`src/rtl/swizzle_serializer_if.sv`:
```
// Handshake bundle for swizzle_serializer: the operand input stream and the 3-bit beat output stream.
interface swizzle_serializer_if;
   logic       in_valid;
   logic       in_ready;
   logic [2:0] c;
   logic [2:0] d;
   logic       out_valid;
   logic       out_ready;
   logic [2:0] out_data;
   logic       out_last;

   // Valid/ready: a transfer occurs on a rising clk edge where valid and ready are both high;
   // a sender never waits for ready before raising valid, and holds its payload stable until taken.
   modport master (
      output in_valid, c, d, out_ready,
      input  in_ready, out_valid, out_data, out_last
   );
   modport slave (
      input  in_valid, c, d, out_ready,
      output in_ready, out_valid, out_data, out_last
   );
endinterface

```
`src/rtl/swizzle_serializer.sv`:
```
// swizzle_serializer: packs (c, d) into {c[2:1], {3{d[0]}}, c[0], TAG} and streams it as 3-bit beats.
// Define SWZ_PARITY_EN to append an even-parity fourth beat to every word.
module swizzle_serializer #(
   parameter logic [2:0] TAG       = 3'b101,
   parameter int         MSB_FIRST = 1
) (
   input  logic                 clk,
   input  logic                 reset,
   swizzle_serializer_if.slave  bus,
   output logic                 busy,
   output logic                 state_o
);

`ifdef SWZ_PARITY_EN
   localparam logic [1:0] LAST_BEAT = 2'd3;
`else
   localparam logic [1:0] LAST_BEAT = 2'd2;
`endif

   typedef enum logic {IDLE = 1'b0, SEND = 1'b1} state_e;

   state_e     state_q, state_d;
   logic [8:0] sr_q, sr_d;
   logic [8:0] hold_q, hold_d;
   logic       hold_full_q, hold_full_d;
   logic [1:0] beat_q, beat_d;
   logic [8:0] word;
   logic [2:0] beat_data;
   logic       accept, fire, last_beat, last_fire;
   logic       unused_d;

   assign word      = {bus.c[2:1], {3{bus.d[0]}}, bus.c[0], TAG};
   assign unused_d  = ^bus.d[2:1];
   assign accept    = bus.in_valid && bus.in_ready;
   assign fire      = bus.out_valid && bus.out_ready;
   assign last_beat = (beat_q == LAST_BEAT);
   assign last_fire = fire && last_beat;

   always_ff @(posedge clk) begin
      if (reset) state_q <= IDLE;
      else       state_q <= state_d;
   end

   always_comb begin
      state_d = state_q;
      case (state_q)
         IDLE:    if (accept) state_d = SEND;
         SEND:    if (last_fire && !hold_full_q && !accept) state_d = IDLE;
         default: state_d = IDLE;
      endcase
   end

   // in_ready depends only on registered state and reset, never on out_ready.
   always_comb begin
      bus.out_valid = (state_q == SEND);
      bus.in_ready  = !hold_full_q && !reset;
      bus.out_last  = last_beat && (state_q == SEND);
      bus.out_data  = (state_q == SEND) ? beat_data : 3'b000;
      busy          = (state_q == SEND) || hold_full_q;
      state_o       = (state_q == SEND);
   end

   always_comb begin
      beat_data = 3'b000;
      case (beat_q)
         2'd0:    beat_data = (MSB_FIRST != 0) ? sr_q[8:6] : sr_q[2:0];
         2'd1:    beat_data = sr_q[5:3];
         2'd2:    beat_data = (MSB_FIRST != 0) ? sr_q[2:0] : sr_q[8:6];
`ifdef SWZ_PARITY_EN
         2'd3:    beat_data = {2'b00, ^sr_q};
`endif
         default: beat_data = 3'b000;
      endcase
   end

   // A new word bypasses the holding buffer when sr is free or frees up on this very edge.
   always_comb begin
      sr_d        = sr_q;
      hold_d      = hold_q;
      hold_full_d = hold_full_q;
      beat_d      = beat_q;
      if (fire) begin
         if (!last_beat) begin
            beat_d = beat_q + 2'd1;
         end else begin
            beat_d = 2'd0;
            if (hold_full_q) begin
               sr_d        = hold_q;
               hold_full_d = 1'b0;
            end
         end
      end
      if (accept) begin
         if ((state_q == IDLE) || (last_fire && !hold_full_q)) begin
            sr_d   = word;
            beat_d = 2'd0;
         end else begin
            hold_d      = word;
            hold_full_d = 1'b1;
         end
      end
   end

   always_ff @(posedge clk) begin
      if (reset) begin
         sr_q        <= 9'd0;
         hold_q      <= 9'd0;
         hold_full_q <= 1'b0;
         beat_q      <= 2'd0;
      end else begin
         sr_q        <= sr_d;
         hold_q      <= hold_d;
         hold_full_q <= hold_full_d;
         beat_q      <= beat_d;
      end
   end

endmodule

```
`src/flat_wrapper.sv`:
```
// flat-port wrapper written by rule: the top's interface ports become plain ports
module swizzle_serializer_flat 
#(
   parameter logic [2:0] TAG       = 3'b101,
   parameter int         MSB_FIRST = 1
)
  (clk, reset, busy, state_o, bus_in_valid, bus_c, bus_d, bus_out_ready, bus_in_ready, bus_out_valid, bus_out_data, bus_out_last);
  swizzle_serializer_if bus_i ();
  input  logic clk;
  input  logic reset;
  output logic busy;
  output logic state_o;
  input wire logic [$bits(bus_i.in_valid)-1:0] bus_in_valid;
  input wire logic [$bits(bus_i.c)-1:0] bus_c;
  input wire logic [$bits(bus_i.d)-1:0] bus_d;
  input wire logic [$bits(bus_i.out_ready)-1:0] bus_out_ready;
  output wire logic [$bits(bus_i.in_ready)-1:0] bus_in_ready;
  output wire logic [$bits(bus_i.out_valid)-1:0] bus_out_valid;
  output wire logic [$bits(bus_i.out_data)-1:0] bus_out_data;
  output wire logic [$bits(bus_i.out_last)-1:0] bus_out_last;
  assign bus_i.in_valid = bus_in_valid;
  assign bus_i.c = bus_c;
  assign bus_i.d = bus_d;
  assign bus_i.out_ready = bus_out_ready;
  assign bus_in_ready = bus_i.in_ready;
  assign bus_out_valid = bus_i.out_valid;
  assign bus_out_data = bus_i.out_data;
  assign bus_out_last = bus_i.out_last;
  swizzle_serializer #(.TAG(TAG), .MSB_FIRST(MSB_FIRST)) u_core (.clk(clk), .reset(reset), .bus(bus_i), .busy(busy), .state_o(state_o));
endmodule
```
`config.mk`:
```
export PLATFORM = sky130hd
export DESIGN_NAME = swizzle_serializer_flat
export DESIGN_NICKNAME = d
export VERILOG_FILES = /design/src/rtl/swizzle_serializer_if.sv /design/src/rtl/swizzle_serializer.sv /design/src/flat_wrapper.sv
export SDC_FILE = /design/constraint.sdc
export NUM_CORES = 1
export LEC_CHECK = 0
export ABC_AREA = 0
export BUFFER_PORTS_ARGS = -buffer_cell sky130_fd_sc_hd__buf_2
export CORE_ASPECT_RATIO = 1.75
export CORE_MARGIN = 8
export CORE_UTILIZATION = 40
export DETAILED_ROUTE_END_ITERATION = 6
export PLACE_DENSITY = 0.63
export SLEW_MARGIN = 25
export SYNTH_ARGS = -nofsm -noshare
export SYNTH_HDL_FRONTEND = slang
export SYNTH_SLANG_ARGS = --single-unit
```
`constraint.sdc`:
```
create_clock -name clk -period 2.3 [get_ports clk]
set_clock_uncertainty 0.15 [all_clocks]
set_input_delay 0.115 -clock clk [delete_from_list [all_inputs] [get_ports clk]]
set_output_delay 0.115 -clock clk [all_outputs]
set_load 0.01 [all_outputs]
```
==> results of run 1 <==
==> routing by layer <==
| layer | share of wire [%] | vias to the layer above |
|---|---|---|
| li1 | - | 430 |
| met1 | 42 | 422 |
| met2 | 51 | 34 |
| met3 | 6.6 | 2 |
| met4 | 0.69 | 0 |
| met5 | 0 | - |
==> cell usage after synthesis <==
cell type	instances	area, sq um
sky130_fd_sc_hd__buf_2	5	25.0
sky130_fd_sc_hd__clkinv_1	1	3.75
sky130_fd_sc_hd__nor3_1	4	20.0
sky130_fd_sc_hd__o21ai_0	10	50.1
sky130_fd_sc_hd__a211oi_4	1	20.0
sky130_fd_sc_hd__o21ai_2	1	8.76
sky130_fd_sc_hd__nor2b_1	1	6.26
sky130_fd_sc_hd__and4b_1	2	20.0
sky130_fd_sc_hd__a211oi_1	3	22.5
sky130_fd_sc_hd__nand4b_1	1	8.76
sky130_fd_sc_hd__inv_1	1	3.75
sky130_fd_sc_hd__nand4_1	4	25.0
sky130_fd_sc_hd__clkbuf_1	2	7.51
sky130_fd_sc_hd__a31oi_1	3	18.8
sky130_fd_sc_hd__a21oi_1	11	55.1
sky130_fd_sc_hd__o31ai_1	4	30.0
sky130_fd_sc_hd__nand3b_1	1	7.51
sky130_fd_sc_hd__a311oi_1	6	52.6
sky130_fd_sc_hd__dfxtp_1	18	360
sky130_fd_sc_hd__nand3_1	4	20.0
sky130_fd_sc_hd__or3b_1	1	8.76
sky130_fd_sc_hd__or2_2	3	18.8
sky130_fd_sc_hd__buf_6	1	11.3
sky130_fd_sc_hd__mux2i_1	4	40.0
sky130_fd_sc_hd__nand3_2	1	10.0
sky130_fd_sc_hd__nor3b_4	1	18.8
sky130_fd_sc_hd__nand2_1	6	22.5
sky130_fd_sc_hd__buf_4	4	30.0
sky130_fd_sc_hd__nor2_1	3	11.3
sky130_fd_sc_hd__and2_1	1	6.26
sky130_fd_sc_hd__and3b_1	1	8.76
==> registers in the layout (all words and copies together), names as in the netlist <==
signal,flops
u_core.hold_q,5
u_core.sr_q,9
u_core.bus.out_valid,1
u_core.hold_full_q,1
u_core.beat_q,2
==> where the power goes <==
group          internal (uW)  leakage, uW  switching [uW]
clock                    116    0.0000216            95.5
sequential               328     0.000147            19.0
combinational           41.8     0.000208            53.8
total                    486     0.000377             168
==> layout make-up <==
type	instances	area, sq um
multi-input cells	77	510
clock buffers	3	41.3
repair buffers	20	123
inverters	2	7.51
well taps	25	31.3
fillers	219	1200
flip-flops and latches	18	360
==> worst paths after layout <==
path	end	slack, ns	cells past startpoint
setup / recovery	bus_out_data[0]	0.51	3
hold / removal	u_core.hold_q[6]$_SDFFE_PP0P_	0.02	3
setup reg to reg	u_core.sr_q[6]$_SDFF_PP0_	0.52	3
hold reg to reg	u_core.sr_q[1]$_SDFF_PP0_	0.32	2
==> cell families after synthesis <==
| logic type | synth area share (%) |
|---|---|
| flip-flops | 37.8 |
| multiplexers | 4.21 |
| buffers and inverters | 8.54 |
| AO/OA/AOI/OAI | 27.1 |
| AND/OR/NAND/NOR | 22.3 |
==> stage by stage <==
step,worst slack [ns],cell area (sq um),total power (uW),util [%],std cells
final,0.511,1070,655,47.2,145
after global routing,0.367,1070,691,47.2,145
after CTS,0.513,1070,661,47.2,145
after detailed placement,0.564,992,444,43.6,138
after global placement,0.593,992,441,43.6,138
after floorplan,0.876,952,419,-,109
==> critical path, cell delays in order, from the launching register on <==
cell	delay [ns]
sky130_fd_sc_hd__dfxtp_1	0.56
sky130_fd_sc_hd__clkinv_1	0.36
sky130_fd_sc_hd__a21oi_1	0.21
sky130_fd_sc_hd__buf_2	0.15
==> repair_timing <==
action	4_1_cts	5_1_grt
endpoints found under the hold margin	4	0
hold buffers	4	0
gates resized for setup	0	0
==> results_tabular.tex, run 1 <==
\begin{tabular}{lr}
\hline
Metric & Value \\
\hline
\multicolumn{2}{l}{\textbf{Timing}} \\
Sum Neg Setup Slack & 0 ns \\
Final worst path period share & 77.8\% \\
Hold\_ws & 0.0177 ns \\
RSZ-0062 raised after global routing & no \\
Final min period & 1.79 ns \\
Max-slew headroom at the worst pin & 65.6\% \\
Upper clock frequency limit & 559 MHz \\
Transition time at the pin with the least slew margin & 0.514 ns \\
Final count of hold timing violations & 0 \\
Count of final setup violators & 0 \\
Final slew viol count & 0 \\
\multicolumn{2}{l}{\textbf{Clock tree}} \\
CTS tree & yes \\
Master cell of the clock root buffer & sky130\_fd\_sc\_hd\_\_clkbuf\_8 \\
Clock transition at the registers of the reported paths & 0.06 ns \\
CTS sink cnt & 18 \\
CTS HTree Levels & 1 \\
Maximum buffer depth of the clock tree & 2 \\
Clock latency at the later pin of the worst-skew pair & 0.25 ns \\
Post-CTS Setup Repair Bufs & 0 \\
Number of clock buffers inserted by TritonCTS & 3 \\
\multicolumn{2}{l}{\textbf{Route}} \\
Detail-routed net length per standard cell & 16.1 um \\
Number of detailed-routing iterations run before antenna repair & 4 \\
Final ANT Viol Nets & 0 \\
Number of remaining DRC errors & 0 \\
Via count normalized by instance count & 6.12 \\
Total via count in the routed design & 888 \\
Count of routing violations after the opening detailed-route iteration & 26 \\
Total wire length & 2330 um \\
\multicolumn{2}{l}{\textbf{Setup path}} \\
Launching element type of the critical path & register \\
Setup crit start & u\_core.bus.out\_valid\$\_SDFF\_PP0\_ \\
R2R Path Start & u\_core.bus.out\_valid\$\_SDFF\_PP0\_ \\
Type of the worst setup path & reg -> out \\
Required time of the critical path & 2.04 ns \\
Maximum fanout count along the critical path & 11 \\
Type of element capturing the critical path & output port \\
Data arrival, critical path & 1.52 ns \\
\multicolumn{2}{l}{\textbf{Final layout}} \\
Net count, final & 132 \\
Commonest non-fill, non-tap cell in the layout & sky130\_fd\_sc\_hd\_\_dfxtp\_1 \\
Leading cell types in the layout, fill and taps excluded & sky130\_fd\_sc\_hd\_\_dfxtp\_1, sky130\_fd\_sc\_hd\_\_buf\_2, sky130\_fd\_sc\_hd\_\_a21oi\_1 \\
Antenna diode instance count & 0 \\
Fraction of layout instances using a drive strength above 1 & 21.7\% \\
Area growth syn-to-layout & 12.7\% \\
\multicolumn{2}{l}{\textbf{Floorplan}} \\
Starting utilization of the core area & 41.9\% \\
Number of placement rows & 23 \\
Horizontal die dimension & 52.9 um \\
Die outline area & 4260 sq um \\
Die height & 80.5 um \\
Core Footprint & 2270 sq um \\
\# IOs & 18 \\
\multicolumn{2}{l}{\textbf{Yosys}} \\
Post-synthesis instance area & 952 sq um \\
Portion of the post-synthesis area used by sequential elements & 37.8\% \\
Number of unique standard cell types used by synthesis & 31 \\
Cells after Synth & 109 \\
Net Count, Synth & 119 \\
Synthesis warning total & 0 \\
Number of synthesized register bits & 18 \\
Mean instance size in the synthesized netlist & 8.74 sq um \\
\multicolumn{2}{l}{\textbf{Pwr}} \\
Power density cells & 610 nW/um\^{}2 \\
Max rail drop VDD & 0.000396 V \\
Reported leakage power & 0.000377 uW \\
\multicolumn{2}{l}{\textbf{Min path}} \\
Worst hold path class & in -> reg \\
Launch point of the worst hold path & bus\_d[0] \\
\multicolumn{2}{l}{\textbf{GRT}} \\
Global-route usage over all layers & 11.3\% \\
Overflow left after global routing & 0 \\
First-pass GRT wire length & 3730 um \\
Met1 usage & 12.7\% \\
Number of antenna violations at the first check in global routing & 0 \\
Pin count of the biggest net entering global routing & 22 \\
Met2 routing resource usage after global routing & 19.0\% \\
Via count of the first global-routing pass & 809 \\
M3 GR Usage & 2.40\% \\
Most crowded layer after global routing & met2 \\
\multicolumn{2}{l}{\textbf{Placed design}} \\
Port Buffers & 15 \\
Detail Placement HPWL & 1700 um \\
Placer congestion estimate & 0.804 \\
\multicolumn{2}{l}{\textbf{Outcome}} \\
Result of the run & finished clean \\
\multicolumn{2}{l}{\textbf{Run}} \\
Reported max-cap violation count & 0 \\
\hline
\end{tabular}
(Power assumes the default switching activity.)
==> run 2: changes to the inputs <==
--- a/config.mk
+++ b/config.mk
@@ -5,7 +5,7 @@
 export SDC_FILE = /design/constraint.sdc
 export NUM_CORES = 1
 export LEC_CHECK = 0
-export ABC_AREA = 0
+export ABC_AREA = 1
 export BUFFER_PORTS_ARGS = -buffer_cell sky130_fd_sc_hd__buf_2
 export CORE_ASPECT_RATIO = 1.75
 export CORE_MARGIN = 8
==> constraint.sdc (replaced) <==
create_clock -name clk -period 1.86 [get_ports clk]
set_clock_uncertainty 0.15 [all_clocks]
set_input_delay 0.093 -clock clk [delete_from_list [all_inputs] [get_ports clk]]
set_output_delay 0.093 -clock clk [all_outputs]
set_load 0.01 [all_outputs]
==> results_tabular.tex, run 2 <==
\begin{tabular}{lr}
\hline
Metric & Value \\
\hline
\multicolumn{2}{l}{\textbf{Clock tree}} \\
CTS tree & yes (unchanged) \\
Clock transition at the registers of the reported paths & 0.07 ns (was 0.06 ns) \\
Maximum buffer depth of the clock tree & 2 (unchanged) \\
Hold-fix buffers, CTS & 5 (was 4) \\
Number of clock buffers inserted by TritonCTS & 3 (unchanged) \\
CTS HTree Levels & 1 (unchanged) \\
Count of instances resized after the clock tree is built & 0 (unchanged) \\
Master cell of the clock root buffer & sky130\_fd\_sc\_hd\_\_clkbuf\_8 (unchanged) \\
Post-CTS Setup Repair Bufs & 0 (unchanged) \\
Clock latency at the later pin of the worst-skew pair & 0.25 ns (about the same) \\
CTS sink cnt & 18 (unchanged) \\
\multicolumn{2}{l}{\textbf{Route}} \\
Count of routing violations after the opening detailed-route iteration & 7 (was 26) \\
Number of detailed-routing iterations run before antenna repair & 4 (unchanged) \\
Detail-routed net length per standard cell & 11.7 um (was 16.1 um) \\
Total wire length & 2060 um (was 2330 um) \\
Number of remaining DRC errors & 0 (unchanged) \\
Final ANT Viol Nets & 0 (unchanged) \\
Total via count in the routed design & 856 (was 888) \\
Via count normalized by instance count & 4.86 (was 6.12) \\
\multicolumn{2}{l}{\textbf{Setup path}} \\
Maximum fanout count along the critical path & 5 (was 11) \\
Number of cells traversed by the worst register-to-register path & 9 (was 3) \\
Type of the worst setup path & reg -> out (unchanged) \\
R2R Path Start & u\_core.beat\_q[0]\$\_SDFF\_PP0\_ (was u\_core.bus.out\_valid\$\_SDFF\_PP0\_) \\
FF-to-FF setup slack & 0.41 ns (was 0.52 ns) \\
Data arrival, critical path & 1.31 ns (was 1.52 ns) \\
Required time of the critical path & 1.62 ns (was 2.04 ns) \\
Launching element type of the critical path & register (unchanged) \\
Type of element capturing the critical path & output port (unchanged) \\
Capturing point of the worst reg2reg path & u\_core.sr\_q[6]\$\_SDFF\_PP0\_ (unchanged) \\
\multicolumn{2}{l}{\textbf{Pwr}} \\
Net switching power & 241 uW (was 168 uW) \\
Clock power share & 34.9\% (was 32.3\%) \\
Power density cells & 806 nW/um\^{}2 (was 610 nW/um\^{}2) \\
Reported leakage power & 0.000524 uW (was 0.000377 uW) \\
Max rail drop VDD & 0.000374 V (was 0.000396 V) \\
Post-route total power & 900 uW (was 655 uW) \\
Internal cell power & 659 uW (was 486 uW) \\
Fraction of power consumed by sequential logic & 47.5\% (was 53.1\%) \\
Share of total power in combinational logic & 17.7\% (was 14.6\%) \\
Net switching share of the total power & 26.8\% (was 25.7\%) \\
\multicolumn{2}{l}{\textbf{Yosys}} \\
Synthesis warning total & 0 (unchanged) \\
Number of unique standard cell types used by synthesis & 22 (was 31) \\
Cells after Synth & 129 (was 109) \\
Post-synth top area share & 39.2\% (was 37.8\%) \\
Most instantiated flip-flop cell in the synthesis netlist & sky130\_fd\_sc\_hd\_\_dfxtp\_1 (unchanged) \\
Post-synthesis instance area & 920 sq um (was 952 sq um) \\
Mean instance size in the synthesized netlist & 7.13 sq um (was 8.74 sq um) \\
Cell type with the highest aggregate area in the netlist & sky130\_fd\_sc\_hd\_\_dfxtp\_1 (unchanged) \\
Net Count, Synth & 139 (was 119) \\
Top-count cell post-synth & sky130\_fd\_sc\_hd\_\_nand2\_1 (was sky130\_fd\_sc\_hd\_\_dfxtp\_1) \\
Portion of the post-synthesis area used by sequential elements & 39.2\% (was 37.8\%) \\
Synth area leaders & sky130\_fd\_sc\_hd\_\_dfxtp\_1, sky130\_fd\_sc\_hd\_\_nand2\_1, sky130\_fd\_sc\_hd\_\_nor2\_1 (was sky130\_fd\_sc\_hd\_\_dfxtp\_1, sky130\_fd\_sc\_hd\_\_a21oi\_1, sky130\_fd\_sc\_hd\_\_a311oi\_1) \\
Number of synthesized register bits & 18 (unchanged) \\
Top post-synthesis cells by count & sky130\_fd\_sc\_hd\_\_nand2\_1, sky130\_fd\_sc\_hd\_\_dfxtp\_1, sky130\_fd\_sc\_hd\_\_nor2\_1 (was sky130\_fd\_sc\_hd\_\_dfxtp\_1, sky130\_fd\_sc\_hd\_\_a21oi\_1, sky130\_fd\_sc\_hd\_\_o21ai\_0) \\
Async set-or-reset flop fraction in the synthesized netlist & 0\% (unchanged) \\
Number of enable flip-flop cells after synthesis & 0 (unchanged) \\
\multicolumn{2}{l}{\textbf{Final layout}} \\
Area growth syn-to-layout & 21.4\% (was 12.7\%) \\
Leading cell types in the layout, fill and taps excluded & sky130\_fd\_sc\_hd\_\_nand2\_1, sky130\_fd\_sc\_hd\_\_nor2\_1, sky130\_fd\_sc\_hd\_\_dfxtp\_1 (was sky130\_fd\_sc\_hd\_\_dfxtp\_1, sky130\_fd\_sc\_hd\_\_buf\_2, sky130\_fd\_sc\_hd\_\_a21oi\_1) \\
Antenna diode instance count & 0 (unchanged) \\
Largest register FFs & 9 (unchanged) \\
Final design utilization & 49.7\% (was 47.2\%) \\
Fraction of layout instances using a drive strength above 1 & 23.8\% (was 21.7\%) \\
Commonest non-fill, non-tap cell in the layout & sky130\_fd\_sc\_hd\_\_nand2\_1 (was sky130\_fd\_sc\_hd\_\_dfxtp\_1) \\
Register name with the most flops & u\_core.sr\_q (unchanged) \\
Biggest registers after layout & u\_core.sr\_q x9, u\_core.hold\_q x5, u\_core.beat\_q x2 (unchanged) \\
Net count, final & 162 (was 132) \\
\multicolumn{2}{l}{\textbf{Timing}} \\
Slack of the critical path & 0.311 ns (was 0.511 ns) \\
Sum Neg Setup Slack & 0 ns (unchanged) \\
Upper clock frequency limit & 646 MHz \\
Final worst path period share & 83.3\% \\
Max-slew headroom at the worst pin & 81.1\% (was 65.6\%) \\
Hold\_ws & 0.0352 ns (was 0.0177 ns) \\
Final slew viol count & 0 (unchanged) \\
Count of final setup violators & 0 (unchanged) \\
RSZ-0062 raised after global routing & no (unchanged) \\
Final count of hold timing violations & 0 (unchanged) \\
Final min period & 1.55 ns \\
Transition time at the pin with the least slew margin & 0.283 ns (was 0.514 ns) \\
\multicolumn{2}{l}{\textbf{Floorplan}} \\
\# IOs & 18 (unchanged) \\
Starting utilization of the core area & 41.0\% (was 41.9\%) \\
Number of placement rows & 23 (unchanged) \\
Horizontal die dimension & 52.2 um (was 52.9 um) \\
Core Footprint & 2240 sq um (was 2270 sq um) \\
Die outline area & 4150 sq um (was 4260 sq um) \\
Die height & 79.4 um (was 80.5 um) \\
\multicolumn{2}{l}{\textbf{GRT}} \\
Number of antenna violations at the first check in global routing & 0 (unchanged) \\
Global-route usage over all layers & 10.7\% (was 11.3\%) \\
Via count of the first global-routing pass & 860 (was 809) \\
Overflow left after global routing & 0 (unchanged) \\
Pin count of the biggest net entering global routing & 13 (was 22) \\
First-pass GRT wire length & 3530 um (was 3730 um) \\
\multicolumn{2}{l}{\textbf{Run}} \\
Reported max-cap violation count & 0 (unchanged) \\
\multicolumn{2}{l}{\textbf{Placed design}} \\
Pre-CTS setup slack & 0.412 ns (was 0.564 ns) \\
Detail Placement HPWL & 1580 um (was 1700 um) \\
Port Buffers & 15 (unchanged) \\
Placer congestion estimate & 0.733 (was 0.804) \\
\multicolumn{2}{l}{\textbf{Min path}} \\
Worst Hold Depth & 2 (was 3) \\
Worst Hold Endpoint & u\_core.hold\_full\_q\$\_SDFF\_PP0\_ (was u\_core.hold\_q[6]\$\_SDFFE\_PP0P\_) \\
Launch point of the worst hold path & reset (was bus\_d[0]) \\
Worst hold path class & in -> reg (unchanged) \\
\multicolumn{2}{l}{\textbf{Outcome}} \\
Result of the run & finished clean (unchanged) \\
\hline
\end{tabular}
run 2: through the flow:
step                      instances  cell area [sq um]
after floorplan                 129                920
after global placement          167               1010
after detailed placement        167               1010
after CTS                       176               1120
after global routing            176               1120
final                           176               1120
run 2: logic make-up (layout without fill, tap and decap cells):
kind of cell    after synthesis  count (layout)  share of synthesized area [%]
compound gates               17              17                           10.1
buf+inv                      21              43                           10.3
flops                        18              18                           39.2
simple gates                 73              73                           40.4
run 2: layout make-up:
class | count | area [sq um]
fillers | 236 | 1130
multi-input cells | 90 | 464
flip-flops and latches | 18 | 360
repair buffers | 21 | 133
inverters | 18 | 72.6
clock buffers | 4 | 55.1
well taps | 25 | 31.3
run 2: worst max path at each step:
stage | startpoint | end | cells after the start
6_report | u_core.beat_q[0]$_SDFF_PP0_ | bus_out_data[2] | 6
5_1_grt | u_core.beat_q[1]$_SDFF_PP0_ | bus_out_data[1] | 7
4_1_cts | u_core.beat_q[0]$_SDFF_PP0_ | bus_out_data[2] | 6
3_5_place_dp | u_core.beat_q[0]$_SDFF_PP0_ | u_core.sr_q[5]$_SDFF_PP0_ | 9
3_3_place_gp | u_core.beat_q[0]$_SDFF_PP0_ | u_core.sr_q[4]$_SDFF_PP0_ | 9
2_1_floorplan | u_core.bus.out_valid$_SDFF_PP0_ | u_core.sr_q[8]$_SDFF_PP0_ | 8
run 2: power groups by stage:
stage	sequential (uW)	combinational (uW)	clock (uW)
4_1_cts	427	160	322
2_1_floorplan	433	114	0
3_3_place_gp	435	148	0
5_1_grt	431	178	343
3_5_place_dp	436	151	0
6_report	427	159	314
run 2: routing by layer:
| metal | global-route usage, % | share of wire, % | vias to the layer above |
|---|---|---|---|
| li1 | - | - | 454 |
| met1 | 10.6 | 40 | 384 |
| met2 | 19.9 | 55 | 14 |
| met3 | 2.43 | 3.6 | 4 |
| met4 | 4.69 | 1.3 | 0 |
| met5 | 0 | 0 | - |
run 2: worst max-delay path, stage by stage, from the launching register on:
cell and delay [ns]:
sky130_fd_sc_hd__dfxtp_1 0.37, sky130_fd_sc_hd__nor2_1 0.26, sky130_fd_sc_hd__nand2_1 0.09, sky130_fd_sc_hd__o211ai_1 0.10, sky130_fd_sc_hd__nand2_1 0.07, sky130_fd_sc_hd__inv_1 0.05
sky130_fd_sc_hd__buf_2 0.12
==> run 3: changes to the inputs <==
--- a/config.mk
+++ b/config.mk
@@ -5,7 +5,7 @@
 export SDC_FILE = /design/constraint.sdc
 export NUM_CORES = 1
 export LEC_CHECK = 0
-export ABC_AREA = 1
+export ABC_AREA = 0
 export BUFFER_PORTS_ARGS = -buffer_cell sky130_fd_sc_hd__buf_2
 export CORE_ASPECT_RATIO = 1.75
 export CORE_MARGIN = 8
==> constraint.sdc (replaced) <==
create_clock -name clk -period 1.6 [get_ports clk]
set_clock_uncertainty 0.15 [all_clocks]
set_input_delay 0.08 -clock clk [delete_from_list [all_inputs] [get_ports clk]]
set_output_delay 0.08 -clock clk [all_outputs]
set_load 0.01 [all_outputs]
==> results_tabular.tex, run 3 (same netlist as run 1, synthesis figures left out) <==
\begin{tabular}{lr}
\hline
Metric & Value \\
\hline
\multicolumn{2}{l}{\textbf{Outcome}} \\
Result of the run & finished clean (unchanged) \\
\multicolumn{2}{l}{\textbf{Timing}} \\
Final min period & 1.55 ns \\
Final worst path period share & 97.0\% \\
Final count of hold timing violations & 0 (unchanged) \\
Count of final setup violators & 0 (unchanged) \\
Hold\_ws & 0.0190 ns (was 0.0352 ns) \\
Final slew viol count & 0 (unchanged) \\
RSZ-0062 raised after global routing & no (unchanged) \\
Max-slew headroom at the worst pin & 75.7\% (was 81.1\%) \\
Transition time at the pin with the least slew margin & 0.364 ns (was 0.283 ns) \\
Sum Neg Setup Slack & 0 ns (unchanged) \\
Upper clock frequency limit & 644 MHz \\
\multicolumn{2}{l}{\textbf{Clock tree}} \\
CTS HTree Levels & 1 (unchanged) \\
Number of clock buffers inserted by TritonCTS & 3 (unchanged) \\
Clock transition at the registers of the reported paths & 0.07 ns (about the same) \\
CTS sink cnt & 18 (unchanged) \\
Clock latency at the later pin of the worst-skew pair & 0.25 ns (about the same) \\
CTS tree & yes (unchanged) \\
Master cell of the clock root buffer & sky130\_fd\_sc\_hd\_\_clkbuf\_8 (unchanged) \\
Maximum buffer depth of the clock tree & 2 (unchanged) \\
\multicolumn{2}{l}{\textbf{Route}} \\
Total via count in the routed design & 929 (was 856) \\
Count of routing violations after the opening detailed-route iteration & 39 (was 7) \\
Number of remaining DRC errors & 0 (unchanged) \\
Total wire length & 2410 um (was 2060 um) \\
Number of detailed-routing iterations run before antenna repair & 4 (unchanged) \\
Final ANT Viol Nets & 0 (unchanged) \\
Via count normalized by instance count & 5.88 (was 4.86) \\
Detail-routed net length per standard cell & 15.3 um (was 11.7 um) \\
\multicolumn{2}{l}{\textbf{Min path}} \\
Worst Hold Depth & 3 (was 2) \\
Worst hold path class & in -> reg (unchanged) \\
\multicolumn{2}{l}{\textbf{Final layout}} \\
Fraction of layout instances using a drive strength above 1 & 33.8\% (was 23.8\%) \\
Biggest registers after layout & u\_core.sr\_q x9, u\_core.hold\_q x5, u\_core.beat\_q x2 (unchanged) \\
Number of fill cells & 212 (was 236) \\
Final design utilization & 52.7\% (was 49.7\%) \\
Leading cell types in the layout, fill and taps excluded & sky130\_fd\_sc\_hd\_\_dfxtp\_1, sky130\_fd\_sc\_hd\_\_buf\_2, sky130\_fd\_sc\_hd\_\_buf\_4 (was sky130\_fd\_sc\_hd\_\_nand2\_1, sky130\_fd\_sc\_hd\_\_nor2\_1, sky130\_fd\_sc\_hd\_\_dfxtp\_1) \\
Net count, final & 145 (was 162) \\
Antenna diode instance count & 0 (unchanged) \\
Register name with the most flops & u\_core.sr\_q (unchanged) \\
Largest register FFs & 9 (unchanged) \\
Area growth syn-to-layout & 25.9\% (was 21.4\%) \\
Commonest non-fill, non-tap cell in the layout & sky130\_fd\_sc\_hd\_\_dfxtp\_1 (was sky130\_fd\_sc\_hd\_\_nand2\_1) \\
\multicolumn{2}{l}{\textbf{Setup path}} \\
Maximum fanout count along the critical path & 8 (was 5) \\
Capturing point of the worst reg2reg path & u\_core.sr\_q[8]\$\_SDFF\_PP0\_ (was u\_core.sr\_q[6]\$\_SDFF\_PP0\_) \\
FF-to-FF setup slack & 0.08 ns (was 0.41 ns) \\
Buffering stage count on the worst path with inverters included & 2 (unchanged) \\
Gate family responsible for the most delay along the worst path & flip-flops (was simple AND/OR/NAND/NOR gates) \\
Type of element capturing the critical path & output port (unchanged) \\
Stages on the worst setup path & 4 (was 6) \\
Master of the slowest instance on the critical path & sky130\_fd\_sc\_hd\_\_dfxtp\_4 (was sky130\_fd\_sc\_hd\_\_dfxtp\_1) \\
Setup crit start & u\_core.beat\_q[1]\$\_SDFF\_PP0\_ (was u\_core.beat\_q[0]\$\_SDFF\_PP0\_) \\
Number of cells traversed by the worst register-to-register path & 5 (was 9) \\
Required time of the critical path & 1.37 ns (was 1.62 ns) \\
Type of the worst setup path & reg -> out (unchanged) \\
Launching element type of the critical path & register (unchanged) \\
Data arrival, critical path & 1.32 ns (was 1.31 ns) \\
R2R Path Start & u\_core.beat\_q[0]\$\_SDFF\_PP0\_ (unchanged) \\
Timing endpoint of the critical path & bus\_out\_data[0] (was bus\_out\_data[2]) \\
Cell-by-cell listing of the critical path & buf\_4 > or2\_2 > a21oi\_1 > buf\_2 (was nor2\_1 > nand2\_1 > o211ai\_1 > nand2\_1 > inv\_1 > buf\_2) \\
Delay of the slowest critical-path stage & 0.37 ns (about the same) \\
\multicolumn{2}{l}{\textbf{GRT}} \\
Global-route usage over all layers & 12.0\% (was 10.7\%) \\
First-pass GRT wire length & 4000 um (was 3530 um) \\
Overflow left after global routing & 0 (unchanged) \\
Pin count of the biggest net entering global routing & 21 (was 13) \\
Number of antenna violations at the first check in global routing & 0 (unchanged) \\
Via count of the first global-routing pass & 917 (was 860) \\
\multicolumn{2}{l}{\textbf{Placed design}} \\
Port Buffers & 15 (unchanged) \\
Detail Placement HPWL & 1740 um (was 1580 um) \\
Placer congestion estimate & 0.804 (was 0.733) \\
\multicolumn{2}{l}{\textbf{Pwr}} \\
Max rail drop VDD & 0.000520 V (was 0.000374 V) \\
Reported leakage power & 0.000445 uW (was 0.000524 uW) \\
Power density cells & 818 nW/um\^{}2 (was 806 nW/um\^{}2) \\
\multicolumn{2}{l}{\textbf{Floorplan}} \\
Number of placement rows & 23 (unchanged) \\
Horizontal die dimension & 52.9 um (was 52.2 um) \\
Die height & 80.5 um (was 79.4 um) \\
Die outline area & 4260 sq um (was 4150 sq um) \\
Starting utilization of the core area & 41.9\% (was 41.0\%) \\
Core Footprint & 2270 sq um (was 2240 sq um) \\
\# IOs & 18 (unchanged) \\
\multicolumn{2}{l}{\textbf{Run}} \\
Reported max-cap violation count & 0 (unchanged) \\
\hline
\end{tabular}
run 3: changes by cell type in the layout (fill, tap and decap cells not counted), sizes merged, moves of 3 or more:
cell    delta
a211oi     +4
o21ai      +3
or2        +3
a21oi      +6
inv       -15
mux2i      +4
o31ai      +4
nand2     -34
nor2      -17
a311oi     +6
buf       +12
run 3: how the worst min path moves through the flow:
| stage | start | endpoint | slack, ns |
|---|---|---|---|
| final | bus_in_valid | u_core.hold_full_q$_SDFF_PP0_ | 0.02 |
| after CTS | bus_in_valid | u_core.hold_full_q$_SDFF_PP0_ | 0.03 |
| after floorplan | bus_in_valid | u_core.bus.out_valid$_SDFF_PP0_ | 0.07 |
| after detailed placement | bus_c[0] | u_core.hold_q[3]$_SDFFE_PP0P_ | 0.21 |
| after global placement | bus_c[0] | u_core.hold_q[3]$_SDFFE_PP0P_ | 0.21 |
| after global routing | bus_in_valid | u_core.hold_full_q$_SDFF_PP0_ | 0.06 |
run 3: area by class of cell:
cell class,count,area [sq um],share of cell area (%)
flip-flops and latches,18,368,30.7
clock buffers,3,41.3,3.44
multi-input cells,77,528,44.1
repair buffers,33,223,18.6
well taps,25,31.3,2.61
inverters,2,7.51,0.626
run 3: report_power, final:
group / switching (uW) / leakage (uW) / internal, uW
Clock: 151 / 0.0000216 / 167
Combinational: 93.7 / 0.000275 / 81.7
Sequential: 17.4 / 0.000149 / 470
Total: 262 / 0.000445 / 719
run 3: worst min-delay path, delay by kind of cell:
family	cells	cell delay [ns]
compound gates	1	0.13
buf+inv	1	0.12
simple gates	1	0.05
run 3: what timing repair did:
action | CTS | global route
endpoints found under the setup margin | 4 | 7
gates cloned | 0 | 0
gates resized for setup | 4 | 7
hold buffers | 5 | 0
setup buffers | 0 | 3
endpoints found under the hold margin | 5 | 0
run 3: routing by layer:
layer  vias to the layer above  GRT usage [%]  routed length [um]  part of all wire [%]
met5                         -              0                   0                     0
met4                         0           6.25                  42                   1.7
met3                         4           2.22                 115                   4.8
met2                        23           20.6                1270                    53
met1                       447           13.0                 986                    41
li1                        455              -                   -                     -
run 3: stage by stage:
| step | power, uW | cell area [sq um] | setup WS [ns] | instances |
|---|---|---|---|---|
| finish | 981 | 1200 | 0.0481 | 158 |
| global route | 1020 | 1200 | 0.00574 | 158 |
| CTS | 975 | 1160 | 0.0228 | 155 |
| detailed placement | 655 | 1060 | 0.0596 | 147 |
| global placement | 651 | 1060 | 0.0791 | 147 |
| floorplan | 602 | 952 | 0.176 | 109 |
